File: src/rtl/aes_host_seq_pkg.sv
// Shared definitions for the AES host sequencer: block geometry, FSM
// state encodings and a small helper used when a block is first loaded.
package aes_host_seq_pkg;

  localparam int AES_NBYTES = 16;
  localparam int AES_BLK_W  = 128;
  localparam int CNT_W      = 5;

  // Last byte index of a 16-byte burst on the core pins.
  localparam logic [CNT_W-1:0] LAST_BYTE = 5'(AES_NBYTES - 1);

  typedef enum logic [2:0] {
    ST_IDLE  = 3'd0,
    ST_KEY   = 3'd1,
    ST_DIN   = 3'd2,
    ST_START = 3'd3,
    ST_WAIT  = 3'd4,
    ST_DOUT  = 3'd5,
    ST_HOLD  = 3'd6
  } state_t;

  // The top byte goes straight to the pin register at accept time, so the
  // shift register only needs to hold the remaining 15 bytes.
  function automatic logic [AES_BLK_W-1:0] load_tail(input logic [AES_BLK_W-1:0] blk);
    return {blk[AES_BLK_W-9:0], 8'h00};
  endfunction

endpackage

File: src/rtl/aes_host_seq_if.sv
// Parallel host-side interface of the AES sequencer: key offer, block
// request and result return, each with a valid/ready handshake.
interface aes_host_seq_if;
  import aes_host_seq_pkg::*;

  logic                 key_vld;
  logic [AES_BLK_W-1:0] key_in;
  logic                 key_rdy;
  logic                 key_loaded;
  logic                 req_vld;
  logic                 req_dec;
  logic [AES_BLK_W-1:0] req_data;
  logic                 req_rdy;
  logic                 rsp_vld;
  logic [AES_BLK_W-1:0] rsp_data;
  logic                 rsp_rdy;

  // Host side: offers keys and requests, consumes results.
  modport master (
    output key_vld, key_in, req_vld, req_dec, req_data, rsp_rdy,
    input  key_rdy, key_loaded, req_rdy, rsp_vld, rsp_data
  );

  // Sequencer side.
  modport slave (
    input  key_vld, key_in, req_vld, req_dec, req_data, rsp_rdy,
    output key_rdy, key_loaded, req_rdy, rsp_vld, rsp_data
  );

endinterface

File: src/rtl/aes_byte_shreg.sv
// 128-bit shift register with parallel load. Shifts one byte per cycle
// towards the top: the top byte is the next byte out, the new byte enters
// at the bottom. Used both to serialize into and deserialize from the core.
module aes_byte_shreg
  import aes_host_seq_pkg::*;
(
  input  logic                 clk,
  input  logic                 rst,
  input  logic                 load,
  input  logic [AES_BLK_W-1:0] load_val,
  input  logic                 shift,
  input  logic [7:0]           shift_in,
  output logic [AES_BLK_W-1:0] q,
  output logic [7:0]           top_byte
);

  logic [AES_BLK_W-1:0] q_r;

  // Parallel load has priority over the byte shift.
  always_ff @(posedge clk or negedge rst) begin
    if (!rst) begin
      q_r <= {AES_BLK_W{1'b0}};
    end else if (load) begin
      q_r <= load_val;
    end else if (shift) begin
      q_r <= {q_r[AES_BLK_W-9:0], shift_in};
    end
  end

  assign q        = q_r;
  assign top_byte = q_r[AES_BLK_W-1 -: 8];

endmodule

File: src/rtl/aes_host_seq.sv
// Host-side sequencer for the byte-serial AES core pins. Serializes keys
// and data blocks into the core, pulses encrypt/decrypt start, waits the
// fixed core latency, then collects the 16 result bytes and holds them
// until the host takes them. All core pin outputs come straight from flops.
module aes_host_seq
  import aes_host_seq_pkg::*;
#(
  parameter int CORE_LAT = 12
) (
  input  logic       clk,
  input  logic       rst,
  aes_host_seq_if.slave host,
  output logic       aes_loadkey,
  output logic       aes_load_shift,
  output logic       aes_staenc,
  output logic       aes_stadec,
  output logic [7:0] aes_din,
  input  logic [7:0] aes_dout
);

  localparam logic [CNT_W-1:0] WAIT_LAST = 5'(CORE_LAT - 1);

  state_t               state_r;
  logic [CNT_W-1:0]     cnt_r;
  logic                 dec_r;
  logic                 key_loaded_r;
  logic                 key_rdy_r;
  logic                 req_rdy_r;
  logic                 rsp_vld_r;

  logic                 key_acc_s;
  logic                 req_acc_s;
  logic                 sr_load_s;
  logic [AES_BLK_W-1:0] sr_load_val_s;
  logic                 sr_shift_s;
  logic [7:0]           sr_shift_in_s;
  logic [AES_BLK_W-1:0] sr_q_s;
  logic [7:0]           sr_top_s;

  // A key always wins over a request offered in the same cycle.
  assign key_acc_s = (state_r == ST_IDLE) && host.key_vld && key_rdy_r;
  assign req_acc_s = (state_r == ST_IDLE) && host.req_vld && req_rdy_r && !key_acc_s;

  // Shift-register control: load on accept, shift out during KEY/DIN,
  // shift the core output in during DOUT.
  always_comb begin
    sr_load_s     = 1'b0;
    sr_load_val_s = {AES_BLK_W{1'b0}};
    sr_shift_s    = 1'b0;
    sr_shift_in_s = 8'h00;
    case (state_r)
      ST_IDLE: begin
        if (key_acc_s) begin
          sr_load_s     = 1'b1;
          sr_load_val_s = load_tail(host.key_in);
        end else if (req_acc_s) begin
          sr_load_s     = 1'b1;
          sr_load_val_s = load_tail(host.req_data);
        end else begin
          sr_load_s     = 1'b0;
        end
      end
      ST_KEY, ST_DIN: sr_shift_s = 1'b1;
      ST_DOUT: begin
        sr_shift_s    = 1'b1;
        sr_shift_in_s = aes_dout;
      end
      default: sr_shift_s = 1'b0;
    endcase
  end

  aes_byte_shreg u_sr (
    .clk      (clk),
    .rst      (rst),
    .load     (sr_load_s),
    .load_val (sr_load_val_s),
    .shift    (sr_shift_s),
    .shift_in (sr_shift_in_s),
    .q        (sr_q_s),
    .top_byte (sr_top_s)
  );

  // Main sequencer FSM with registered handshake and core pin outputs.
  always_ff @(posedge clk or negedge rst) begin
    if (!rst) begin
      state_r        <= ST_IDLE;
      cnt_r          <= 5'd0;
      dec_r          <= 1'b0;
      key_loaded_r   <= 1'b0;
      key_rdy_r      <= 1'b0;
      req_rdy_r      <= 1'b0;
      rsp_vld_r      <= 1'b0;
      aes_loadkey    <= 1'b0;
      aes_load_shift <= 1'b0;
      aes_staenc     <= 1'b0;
      aes_stadec     <= 1'b0;
      aes_din        <= 8'h00;
    end else begin
      case (state_r)
        ST_IDLE: begin
          cnt_r <= 5'd0;
          if (key_acc_s) begin
            state_r     <= ST_KEY;
            key_rdy_r   <= 1'b0;
            req_rdy_r   <= 1'b0;
            aes_loadkey <= 1'b1;
            aes_din     <= host.key_in[AES_BLK_W-1 -: 8];
          end else if (req_acc_s) begin
            state_r        <= ST_DIN;
            dec_r          <= host.req_dec;
            key_rdy_r      <= 1'b0;
            req_rdy_r      <= 1'b0;
            aes_load_shift <= 1'b1;
            aes_din        <= host.req_data[AES_BLK_W-1 -: 8];
          end else begin
            key_rdy_r <= 1'b1;
            req_rdy_r <= key_loaded_r;
          end
        end
        ST_KEY: begin
          if (cnt_r == LAST_BYTE) begin
            state_r      <= ST_IDLE;
            cnt_r        <= 5'd0;
            aes_loadkey  <= 1'b0;
            aes_din      <= 8'h00;
            key_loaded_r <= 1'b1;
            key_rdy_r    <= 1'b1;
            req_rdy_r    <= 1'b1;
          end else begin
            cnt_r   <= cnt_r + 5'd1;
            aes_din <= sr_top_s;
          end
        end
        ST_DIN: begin
          if (cnt_r == LAST_BYTE) begin
            state_r        <= ST_START;
            cnt_r          <= 5'd0;
            aes_load_shift <= 1'b0;
            aes_din        <= 8'h00;
            aes_staenc     <= !dec_r;
            aes_stadec     <= dec_r;
          end else begin
            cnt_r   <= cnt_r + 5'd1;
            aes_din <= sr_top_s;
          end
        end
        ST_START: begin
          state_r    <= ST_WAIT;
          cnt_r      <= 5'd0;
          aes_staenc <= 1'b0;
          aes_stadec <= 1'b0;
        end
        ST_WAIT: begin
          if (cnt_r == WAIT_LAST) begin
            state_r        <= ST_DOUT;
            cnt_r          <= 5'd0;
            aes_load_shift <= 1'b1;
            aes_din        <= 8'h00;
          end else begin
            cnt_r <= cnt_r + 5'd1;
          end
        end
        ST_DOUT: begin
          if (cnt_r == LAST_BYTE) begin
            state_r        <= ST_HOLD;
            cnt_r          <= 5'd0;
            aes_load_shift <= 1'b0;
            rsp_vld_r      <= 1'b1;
          end else begin
            cnt_r <= cnt_r + 5'd1;
          end
        end
        ST_HOLD: begin
          if (host.rsp_rdy) begin
            state_r   <= ST_IDLE;
            rsp_vld_r <= 1'b0;
            key_rdy_r <= 1'b1;
            req_rdy_r <= key_loaded_r;
          end else begin
            rsp_vld_r <= 1'b1;
          end
        end
        default: begin
          state_r        <= ST_IDLE;
          cnt_r          <= 5'd0;
          key_rdy_r      <= 1'b0;
          req_rdy_r      <= 1'b0;
          rsp_vld_r      <= 1'b0;
          aes_loadkey    <= 1'b0;
          aes_load_shift <= 1'b0;
          aes_staenc     <= 1'b0;
          aes_stadec     <= 1'b0;
          aes_din        <= 8'h00;
        end
      endcase
    end
  end

  assign host.key_rdy    = key_rdy_r;
  assign host.key_loaded = key_loaded_r;
  assign host.req_rdy    = req_rdy_r;
  assign host.rsp_vld    = rsp_vld_r;
  assign host.rsp_data   = sr_q_s;

endmodule
File: src/flat_wrapper.sv
// flat-port wrapper written by rule: the top's interface ports become plain ports
module aes_host_seq_flat import aes_host_seq_pkg::*;
#(
  parameter int CORE_LAT = 12
)
  (clk, rst, aes_loadkey, aes_load_shift, aes_staenc, aes_stadec, aes_din, aes_dout, host_key_vld, host_key_in, host_req_vld, host_req_dec, host_req_data, host_rsp_rdy, host_key_rdy, host_key_loaded, host_req_rdy, host_rsp_vld, host_rsp_data);
  aes_host_seq_if host_i ();
  input  logic clk;
  input  logic rst;
  output logic aes_loadkey;
  output logic aes_load_shift;
  output logic aes_staenc;
  output logic aes_stadec;
  output logic [7:0] aes_din;
  input  logic [7:0] aes_dout;
  input wire logic [$bits(host_i.key_vld)-1:0] host_key_vld;
  input wire logic [$bits(host_i.key_in)-1:0] host_key_in;
  input wire logic [$bits(host_i.req_vld)-1:0] host_req_vld;
  input wire logic [$bits(host_i.req_dec)-1:0] host_req_dec;
  input wire logic [$bits(host_i.req_data)-1:0] host_req_data;
  input wire logic [$bits(host_i.rsp_rdy)-1:0] host_rsp_rdy;
  output wire logic [$bits(host_i.key_rdy)-1:0] host_key_rdy;
  output wire logic [$bits(host_i.key_loaded)-1:0] host_key_loaded;
  output wire logic [$bits(host_i.req_rdy)-1:0] host_req_rdy;
  output wire logic [$bits(host_i.rsp_vld)-1:0] host_rsp_vld;
  output wire logic [$bits(host_i.rsp_data)-1:0] host_rsp_data;
  assign host_i.key_vld = host_key_vld;
  assign host_i.key_in = host_key_in;
  assign host_i.req_vld = host_req_vld;
  assign host_i.req_dec = host_req_dec;
  assign host_i.req_data = host_req_data;
  assign host_i.rsp_rdy = host_rsp_rdy;
  assign host_key_rdy = host_i.key_rdy;
  assign host_key_loaded = host_i.key_loaded;
  assign host_req_rdy = host_i.req_rdy;
  assign host_rsp_vld = host_i.rsp_vld;
  assign host_rsp_data = host_i.rsp_data;
  aes_host_seq #(.CORE_LAT(CORE_LAT)) u_core (.clk(clk), .rst(rst), .host(host_i), .aes_loadkey(aes_loadkey), .aes_load_shift(aes_load_shift), .aes_staenc(aes_staenc), .aes_stadec(aes_stadec), .aes_din(aes_din), .aes_dout(aes_dout));
endmodule
File: config.mk
export PLATFORM = sky130hd
export DESIGN_NAME = aes_host_seq_flat
export DESIGN_NICKNAME = d
export VERILOG_FILES = /design/src/rtl/aes_host_seq_pkg.sv /design/src/rtl/aes_host_seq_if.sv /design/src/rtl/aes_byte_shreg.sv /design/src/rtl/aes_host_seq.sv /design/src/flat_wrapper.sv
export SDC_FILE = /design/constraint.sdc
export NUM_CORES = 1
export LEC_CHECK = 0
export BUFFER_PORTS_ARGS = -buffer_cell sky130_fd_sc_hd__buf_2
export CORE_AREA = 2 2 160 162
export DETAILED_ROUTE_END_ITERATION = 10
export DIE_AREA = 0 0 162 164
export PLACE_DENSITY_LB_ADDON = 0.25
export SLEW_MARGIN = 20
export SYNTH_ARGS = -nofsm -noshare
export SYNTH_HDL_FRONTEND = slang
export SYNTH_SLANG_ARGS = --single-unit
File: constraint.sdc
create_clock -name clk -period 2.1 [get_ports clk]
set_input_delay 0.105 -clock clk [delete_from_list [all_inputs] [get_ports clk]]
set_output_delay 0.105 -clock clk [all_outputs]
set_load 0.05 [all_outputs]
### After elaboration in Yosys (flattened, before gate mapping)

Index checks and enable logic that the tools add are counted.
Widths: inputs -> output; s select.

| word-level totals | value |
|---|---|
| register bits | 153 |
| input bits | 270 |

| cells by class | value |
|---|---|
| equality and inequality tests | 18 |
| muxes and demuxes | 48 |
| bitwise logic cells | 7 |
| add/subtract/negate cells | 1 |
| reductions and logical operators | 27 |

Operators by type and width:

| cell | count |
|---|---|
| $mux 128 | 5 |
| $mux 8 | 5 |
| $pmux 8 s4 | 1 |
| $mux 3 | 7 |
| $pmux 3 s7 | 1 |
| $mux 1 | 19 |
| $pmux 5 s3 | 1 |
| $reduce_or 5->1 | 3 |
| $ne 2x1->1 const B | 7 |
| $pmux 1 s4 | 3 |
| $reduce_and 3->1 | 4 |
| $eq 5x4->1 const B | 2 |
| $mux 5 | 2 |
| $eq 3x3->1 const B | 3 |
| $reduce_or 3->1 | 3 |
| $not 1->1 | 7 |
| $eq 3x2->1 const B | 2 |
| $pmux 1 s3 | 2 |
| $reduce_and 2->1 | 3 |
| $reduce_and 6->1 | 1 |
| $add 5x1->5 const B | 1 |
| $logic_and 1x1->1 | 5 |
| $reduce_and 5->1 | 1 |
| $ne 2x2->1 const B | 2 |
| other kinds (8) | 11 |

### Logic depth before layout (Yosys ltp)

Gate-level depths: netlist (run 1).

| logic depth | value |
|---|---|
| depth in word-level cells | 9 |
| depth in mapped cells | 9 |

### Hierarchy

From an unflattened synthesis (run 1), not the netlist that was laid out.

| second synthesis, totals | value |
|---|---|
| cell total of the unflattened synthesis | 868 |
| area total of the unflattened synthesis | 8849.7 um2 |

Modules (own cells, without submodules):

| module | area an instance (um2) | seq. area each (um2) | cells an instance | times used |
|---|---|---|---|---|
| aes_byte_shreg | 6060.8 | 3203.1 | 562 | 1 |
| aes_host_seq | 2788.9 | 625.6 | 306 | 1 |

### Least setup slack after synthesis (run 1)

OpenSTA, ideal clock, no wires.

| timing | value |
|---|---|
| path type | register -> register |
| start point | register u_core.cnt_r[0] |
| end point | register u_core.cnt_r[3] |
| path slack | -0.230 ns |
| cell stages (with the launch flop) | 10 |
| library setup time | 0.082 ns |
| arrival time | 2.248 ns |
| buffers on the path | 1 |
| cells stage by stage | dfrtp_1 > ha_1 > nand3_1 > inv_1 > ha_1 > clkbuf_1 > or4b_2 > o211ai_1 > a41oi_1 > a31oi_1 |

| between the ends | value |
|---|---|
| cells in the longest elaborated chain, start to end | 3 |

RTL lines:

| element | line | RTL |
|---|---|---|
| start, declared | aes_host_seq.sv:24 | `logic [CNT_W-1:0] cnt_r;` |
| start signal, assigned | aes_host_seq.sv:130 | `cnt_r <= cnt_r + 5'd1;` |
| start signal, assigned | aes_host_seq.sv:143 | `cnt_r <= cnt_r + 5'd1;` |
| start signal, assigned | aes_host_seq.sv:160 | `cnt_r <= cnt_r + 5'd1;` |
| $add 5x1->5 (tied with other cells) | - |  |
| $mux 5 (on tied branches) | - |  |
| $pmux 5 s3 (*) | aes_host_seq.sv:99 | `case (state_r)` |

Every way passes the cells marked *; elsewhere a longest branch is shown, timed or not.
A chain may end at the register's enable or synchronous reset.

### Worst setup path in the final report (run 1)

| timing | value |
|---|---|
| start point | register u_core.cnt_r[0] |
| end point | register u_core.cnt_r[2] |

Same word-level chain as after synthesis.

==> out/qor.txt, run 1 <==
Final hold slack: 6.868 ps
Leak: 5.535 nW
Clk Latency, worst-skew pair: 430 ps
Post-Syn Area: 7891 um^2
Vias in the first global route: 8625
Wirelength, routed: 32540 um
Largest net degree at the start of global routing: 74
Port bufs: 413
Global route overflow: 0
Detail Route Antenna Nets: 0
Hold Path Origin: host_req_data[80]
Num rows: 58
Synth Flop Type: dfrtp_1
Vias/cell: 5.426
Clk sink count: 153
All-Layer GR Usage: 0.2348
Worst Path Class, Setup: reg2reg
Avg WL per Cell: 19.72 um
Synth Area in Simple Gates: 0.1546
Fmax: 496.3 MHz
Synth Warn #: 0
Synth Area in XOR/XNOR: 0
Syn Nets: 1124
Remaining DRCs: 0
TritonCTS buffer count: 17
CTS Buffer Depth: 2
Top Family by Delay on Critical Path: simple AND/OR/NAND/NOR gates
Status: finished, final reports clean
Asr flop ratio synth: 1.000
Maxcap violations: 0
Relative slew slack: 0.5048
Root buf cell: clkbuf_16
Period minus WS final: 2015 ps
Core area: 24820 um^2
DR pass1 iterations: 5
Synth Area in Compound Gates: 0.2808
Finish-stage setup viols: 0
Register area share after synthesis: 0.4852
CP Launch Point: u_core.cnt_r[0]$_DFFE_PN0N_
Iter 0 DRT Violations: 607
H-tree depth: 4
DP Wirelength: 22440 um
EDFF count, synth: 0
Routability congestion estimate: 0.8256
WP data arrival: 2370 ps
Initial Util: 0.3180
Final WS setup: 84.92 ps
Slowest stage cell, crit path: or4b_4
Layout Skew: 13.38 ps
DR vias: 8953
Cells after Synth: 851
Worst Path Required: 2450 ps
ANT cells: 0
Clock slew at reported path FFs: 70 ps
Hold crit path type: in2reg
Fin. max-slew vios: 0
I/O pins: 414
Most common cell after layout, fill and taps aside: buf_2
Post-synth cell types: 50
Final Core Density: 0.4779
Commonest non-fill, non-tap cells in the layout: buf_2 (412), nand2_1 (214), dfrtp_1 (151)
Die W: 162 um
Syn avg cell area: 9.273 um^2
Post-layout net count: 1580
Share of cells above drive strength 1: 0.3932
Seq cells post-synth: 153
Initial antenna violation count: 1
VDD IR-drop max: 0.0008583 V
Place WS: -28.60 ps
Max incr delay on CP: 470 ps
Worst path cell trace: ha_2 -> nand3_2 -> inv_2 -> ha_4 -> or4b_4 -> o211ai_1 -> buf_4 -> nand3b_1 -> nand3_1
Mux cell area share after synthesis: 0.02680
Buffer and inverter count on the worst path: 2
Chip height: 164 um
Final period util: 0.9596
Die area: 26570 um^2
CTS tree: done
Slew @ Worst Pin: 741.0 ps
First-pass GRT wire length: 48290 um
Worst setup EP type: flip-flop
Area delta synth->final: 50.29%
Final hold vios: 0
Power per cell area: 1986 nW/um^2
Largest family of logic cells by synthesized area: compound AO/OA/AOI/OAI gates
Worst r2r src: u_core.cnt_r[0]$_DFFE_PN0N_
Startpoint types: flip-flop
Crit Path Max Fanout: 5
Post-synthesis adder-cell area fraction: 0.004757
sequential cells by signal, indices dropped and copies added (netlist names), 3 cells and up:
register,flops
u_core.aes_din,8
u_core.u_sr.q,128
u_core.cnt_r,5
u_core.state_r,3
area by class of cell:
cell class | count | area (um^2)
multi-input cells | 608 | 3785
well taps | 330 | 412.9
repair buffers | 524 | 3264
clock inverters | 13 | 112.6
clock buffers | 19 | 442.9
fillers | 2472 | 12960
flip-flops and latches | 153 | 3831
inverters | 3 | 11.26
kinds of logic after synthesis:
family / Yosys count
compound gates: 297
fa+ha+maj: 3
buf+inv: 91
flops: 153
mux: 20
simple gates: 287
per-layer routing:
metal  global-route usage  wire length (um)
met4              0.08447              1091
met5                    0                13
met3              0.05177              1969
met2               0.3836             15500
met1               0.3074             13960
cells in the mapped netlist (4+ instances only):
cell type,n,area (um^2)
nand2_1,216,810.8
dfrtp_1,153,3829
o22ai_1,91,569.3
a32oi_1,88,770.7
clkbuf_1,63,236.5
a21oi_1,39,195.2
nand3_1,33,165.2
a221o_1,29,290.3
buf_2,20,100.1
nor2_1,13,48.80
mux2i_1,11,110.1
o2bb2ai_1,11,96.34
a22o_1,9,78.83
mux2_2,9,101.4
o21ai_0,6,30.03
nand2b_1,5,31.28
a22oi_1,4,30.03
report_power, final:
group	leakage (nW)	internal, mW	switching (mW)	total [mW]
registers	1.86	4.48	1.29	5.77
clock network	0.268	1.58	1.36	2.94
logic	3.40	4.51	10.3	14.8
total	5.54	10.6	13.0	23.6
worst min-delay path, stage by stage:
cell     delay, ps
buf_2           70
o22ai_1         60
a32oi_1        150
path summary, 6_finish.rpt:
check	to	slack [ps]	cells after the start
setup / recovery	u_core.cnt_r[2]$_DFFE_PN0N_	80	9
hold / removal	u_core.u_sr.q[88]$_DFFE_PN0P_	7	3
setup reg to reg	u_core.cnt_r[2]$_DFFE_PN0N_	80	9
hold reg to reg	u_core.aes_din[7]$_DFFE_PN0P_	500	1
max in group asynchronous	u_core.host.key_rdy$_DFFE_PN0P_	1150	3
min in group asynchronous	u_core.aes_din[4]$_DFFE_PN0P_	260	2
what timing repair did:
item,4_1_cts,5_1_grt
cloned,0,1
resized for setup,0,4
setup endpoints to repair,1,41
hold buffers,66,2
pin swaps,1,6
hold endpoints to repair,117,2
buffers inserted,2,2
per-stage QoR:
stage	setup TNS (ps)	cells	total power, mW	instance area [um^2]
6_report	0	1650	23.56	11860
5_1_grt	-2.284	1650	24.93	11860
4_1_cts	0	1645	23.54	11800
3_5_place_dp	-28.60	1545	20.42	10570
3_3_place_gp	0	1545	20.21	10570
2_1_floorplan	0	851	15.85	7918
No activity file was read; power rests on OpenSTA's default activity.
==> run 2: changes to the inputs <==
--- a/config.mk
+++ b/config.mk
@@ -7,3 +7,3 @@
 export LEC_CHECK = 0
-export BUFFER_PORTS_ARGS = -buffer_cell sky130_fd_sc_hd__buf_2
+export BUFFER_PORTS_ARGS = -buffer_cell sky130_fd_sc_hd__clkbuf_2
 export CORE_AREA = 2 2 160 162
==> constraint.sdc (replaced) <==
create_clock -name clk -period 2.1 [get_ports clk]
set_input_delay 0.315 -clock clk [delete_from_list [all_inputs] [get_ports clk]]
set_output_delay 0.315 -clock clk [all_outputs]
set_load 0.05 [all_outputs]
==> run 2 against run 1 <==
  * Combinational power shrank 3%
  * Critical path depth is 1 lower
  * Wire length is 4.9% lower
  * Die area is the same
  * Utilization shrank 2.7 points
  * Critical endpoint is now u_core.cnt_r[3]$_DFFE_PN0N_
  * Largest power group unchanged
  * Highest routed layer is now met4
==> out/qor.txt, run 2 (synthesis results as in run 1) <==
Period minus WS final: 2011 ps (-4.169 ps)
Final WS setup: 89.08 ps (+4.169 ps)
Hold crit path type: in2reg
Iter 0 DRT Violations: 609 (+0.33%)
DP Wirelength: 22180 um (-1.2%)
Post-layout net count: 1507 (-4.6%)
Power per cell area: 2096 nW/um^2 (+5.5%)
Startpoint types: flip-flop
Leak: 5.306 nW (-4.1%)
Clk Latency, worst-skew pair: 420 ps (about the same)
Relative slew slack: 0.3076 (-0.1972)
VDD IR-drop max: 0.0009100 V (+6.0%)
ANT cells: 0 (unchanged)
DR pass1 iterations: 5 (unchanged)
First-pass GRT wire length: 47140 um (-2.4%)
Final period util: 0.9576 (-0.001985)
Finish-stage setup viols: 0 (unchanged)
All-Layer GR Usage: 0.2278 (-0.006974)
Remaining DRCs: 0 (unchanged)
Maxcap violations: 0 (unchanged)
Worst Path Required: 2440 ps (about the same)
Wirelength, routed: 30940 um (-4.9%)
CTS tree: done
CTS Buffer Depth: 2 (unchanged)
Largest net degree at the start of global routing: 74 (unchanged)
Routability congestion estimate: 0.8286 (+0.36%)
I/O pins: 414 (unchanged)
Crit Path Max Fanout: 6 (+1)
Place WS: 31.57 ps (+60.17 ps)
Multi-input logic area: 3771 um^2 (-0.36%)
Initial Util: 0.3180 (unchanged)
Fin. max-slew vios: 0 (unchanged)
Die W: 162 um (unchanged)
Slew @ Worst Pin: 1036 ps (+295.1 ps)
Share of cells above drive strength 1: 0.4122 (+0.01901)
Fmax: 497.3 MHz (+0.21%)
Most common cell after layout, fill and taps aside: clkbuf_2
Vias in the first global route: 8165 (-5.3%)
Layout Skew: 8.971 ps (-4.411 ps)
Die area: 26570 um^2 (unchanged)
Final hold vios: 0 (unchanged)
Port bufs: 413 (unchanged)
Worst setup EP type: flip-flop
Clk sink count: 153 (unchanged)
Clock slew at reported path FFs: 70 ps (about the same)
Avg WL per Cell: 19.62 um (-0.51%)
Commonest non-fill, non-tap cells in the layout: clkbuf_2 (412), nand2_1 (214), dfrtp_1 (150)
Num rows: 58 (unchanged)
Initial antenna violation count: 0 (-1)
Global route overflow: 0 (unchanged)
FILL cells: 2550 (+3.2%)
RSZ-0062 raised after global routing: yes
Worst Path Class, Setup: reg2reg
Setup TNS: 0 ps (unchanged)
DR vias: 8574 (-4.2%)
Detail Route Antenna Nets: 0 (unchanged)
H-tree depth: 4 (unchanged)
Flip-flop count of the largest register after layout: 128 (unchanged)
Root buf cell: clkbuf_16
Vias/cell: 5.437 (+0.20%)
Chip height: 164 um (unchanged)
Register area: 3832 um^2 (about the same)
Status: finished, final reports clean
WP data arrival: 2350 ps (-20 ps)
Core area: 24820 um^2 (unchanged)
Area delta synth->final: 41.76%
TritonCTS buffer count: 17 (unchanged)
[run 2: cell types whose count changed in the layout (fill, tap and decap cells not counted), moves of 2 or more]
cell / previous run / this run
bufinv_16: 0 / 2
buf_2: 412 / 0
clkbuf_2: 0 / 412
dlygate4sd3_1: 68 / 1
buf_4: 28 / 23
[run 2: layout make-up]
type	instances	area share
sequential	153	0.3426
clock inverter	13	0.01432
inverter	3	0.001007
tap	330	0.03691
multi-input combinational	607	0.3371
timing repair buffer	452	0.2285
clock buffer	19	0.03959
[run 2: worst paths after layout]
path                       slack [ps]  cells past startpoint                          start                             to
max                                90                      8    u_core.cnt_r[0]$_DFFE_PN0N_    u_core.cnt_r[3]$_DFFE_PN0N_
min                               130                      2                   host_req_dec       u_core.dec_r$_DFFE_PN0P_
max reg2reg                        90                      8    u_core.cnt_r[0]$_DFFE_PN0N_    u_core.cnt_r[3]$_DFFE_PN0N_
min reg2reg                       510                      1  u_core.aes_din[3]$_DFFE_PN0P_  u_core.aes_din[3]$_DFFE_PN0P_
max in group asynchronous        1060                      3                            rst  u_core.u_sr.q[96]$_DFFE_PN0P_
min in group asynchronous         380                      2                            rst  u_core.aes_din[4]$_DFFE_PN0P_
[run 2: layer usage]
| layer | vias up | part of all wire | global-route usage |
|---|---|---|---|
| met4 | 0 | 0.017 | 0.06315 |
| met3 | 40 | 0.069 | 0.04040 |
| met5 | - | 0 | 0 |
| met1 | 4118 | 0.43 | 0.3083 |
| met2 | 392 | 0.49 | 0.3764 |
| li1 | 4024 | - | - |
[run 2: per-stage QoR]
step / power [mW] / cell area [um^2] / hold WS, ps / utilization / cells
6_report: 23.45 / 11190 / 130.6 / 0.4507 / 1577
5_1_grt: 24.80 / 11190 / 110.7 / 0.4507 / 1577
4_1_cts: 23.56 / 11170 / 105.1 / 0.4500 / 1576
3_5_place_dp: 20.31 / 10560 / 276.0 / 0.4253 / 1543
3_3_place_gp: 20.08 / 10560 / 289.4 / 0.4253 / 1543
2_1_floorplan: 15.85 / 7918 / 19.41 / - / 851
[run 2: power by group]
group	switching, mW	total [mW]	internal (mW)
clock network	1.36	3.18	1.82
logic	10.1	14.4	4.28
registers	1.36	5.85	4.49
total	12.9	23.5	10.6
[run 2: timing repair]
action / CTS / global route
hold buffers: 1 / 0
gates resized for setup: 0 / 3
endpoints found under the setup margin: 0 / 3
endpoints found under the hold margin: 39 / 0
buffers inserted: 0 / 1
[run 2: critical path: stages (launching register included)]
cell	delay [ps]
dfrtp_2	450
ha_4	180
nand3_2	70
inv_2	30
ha_2	170
or4b_4	470
o211ai_1	240
a41oi_1	170
a31oi_1	160
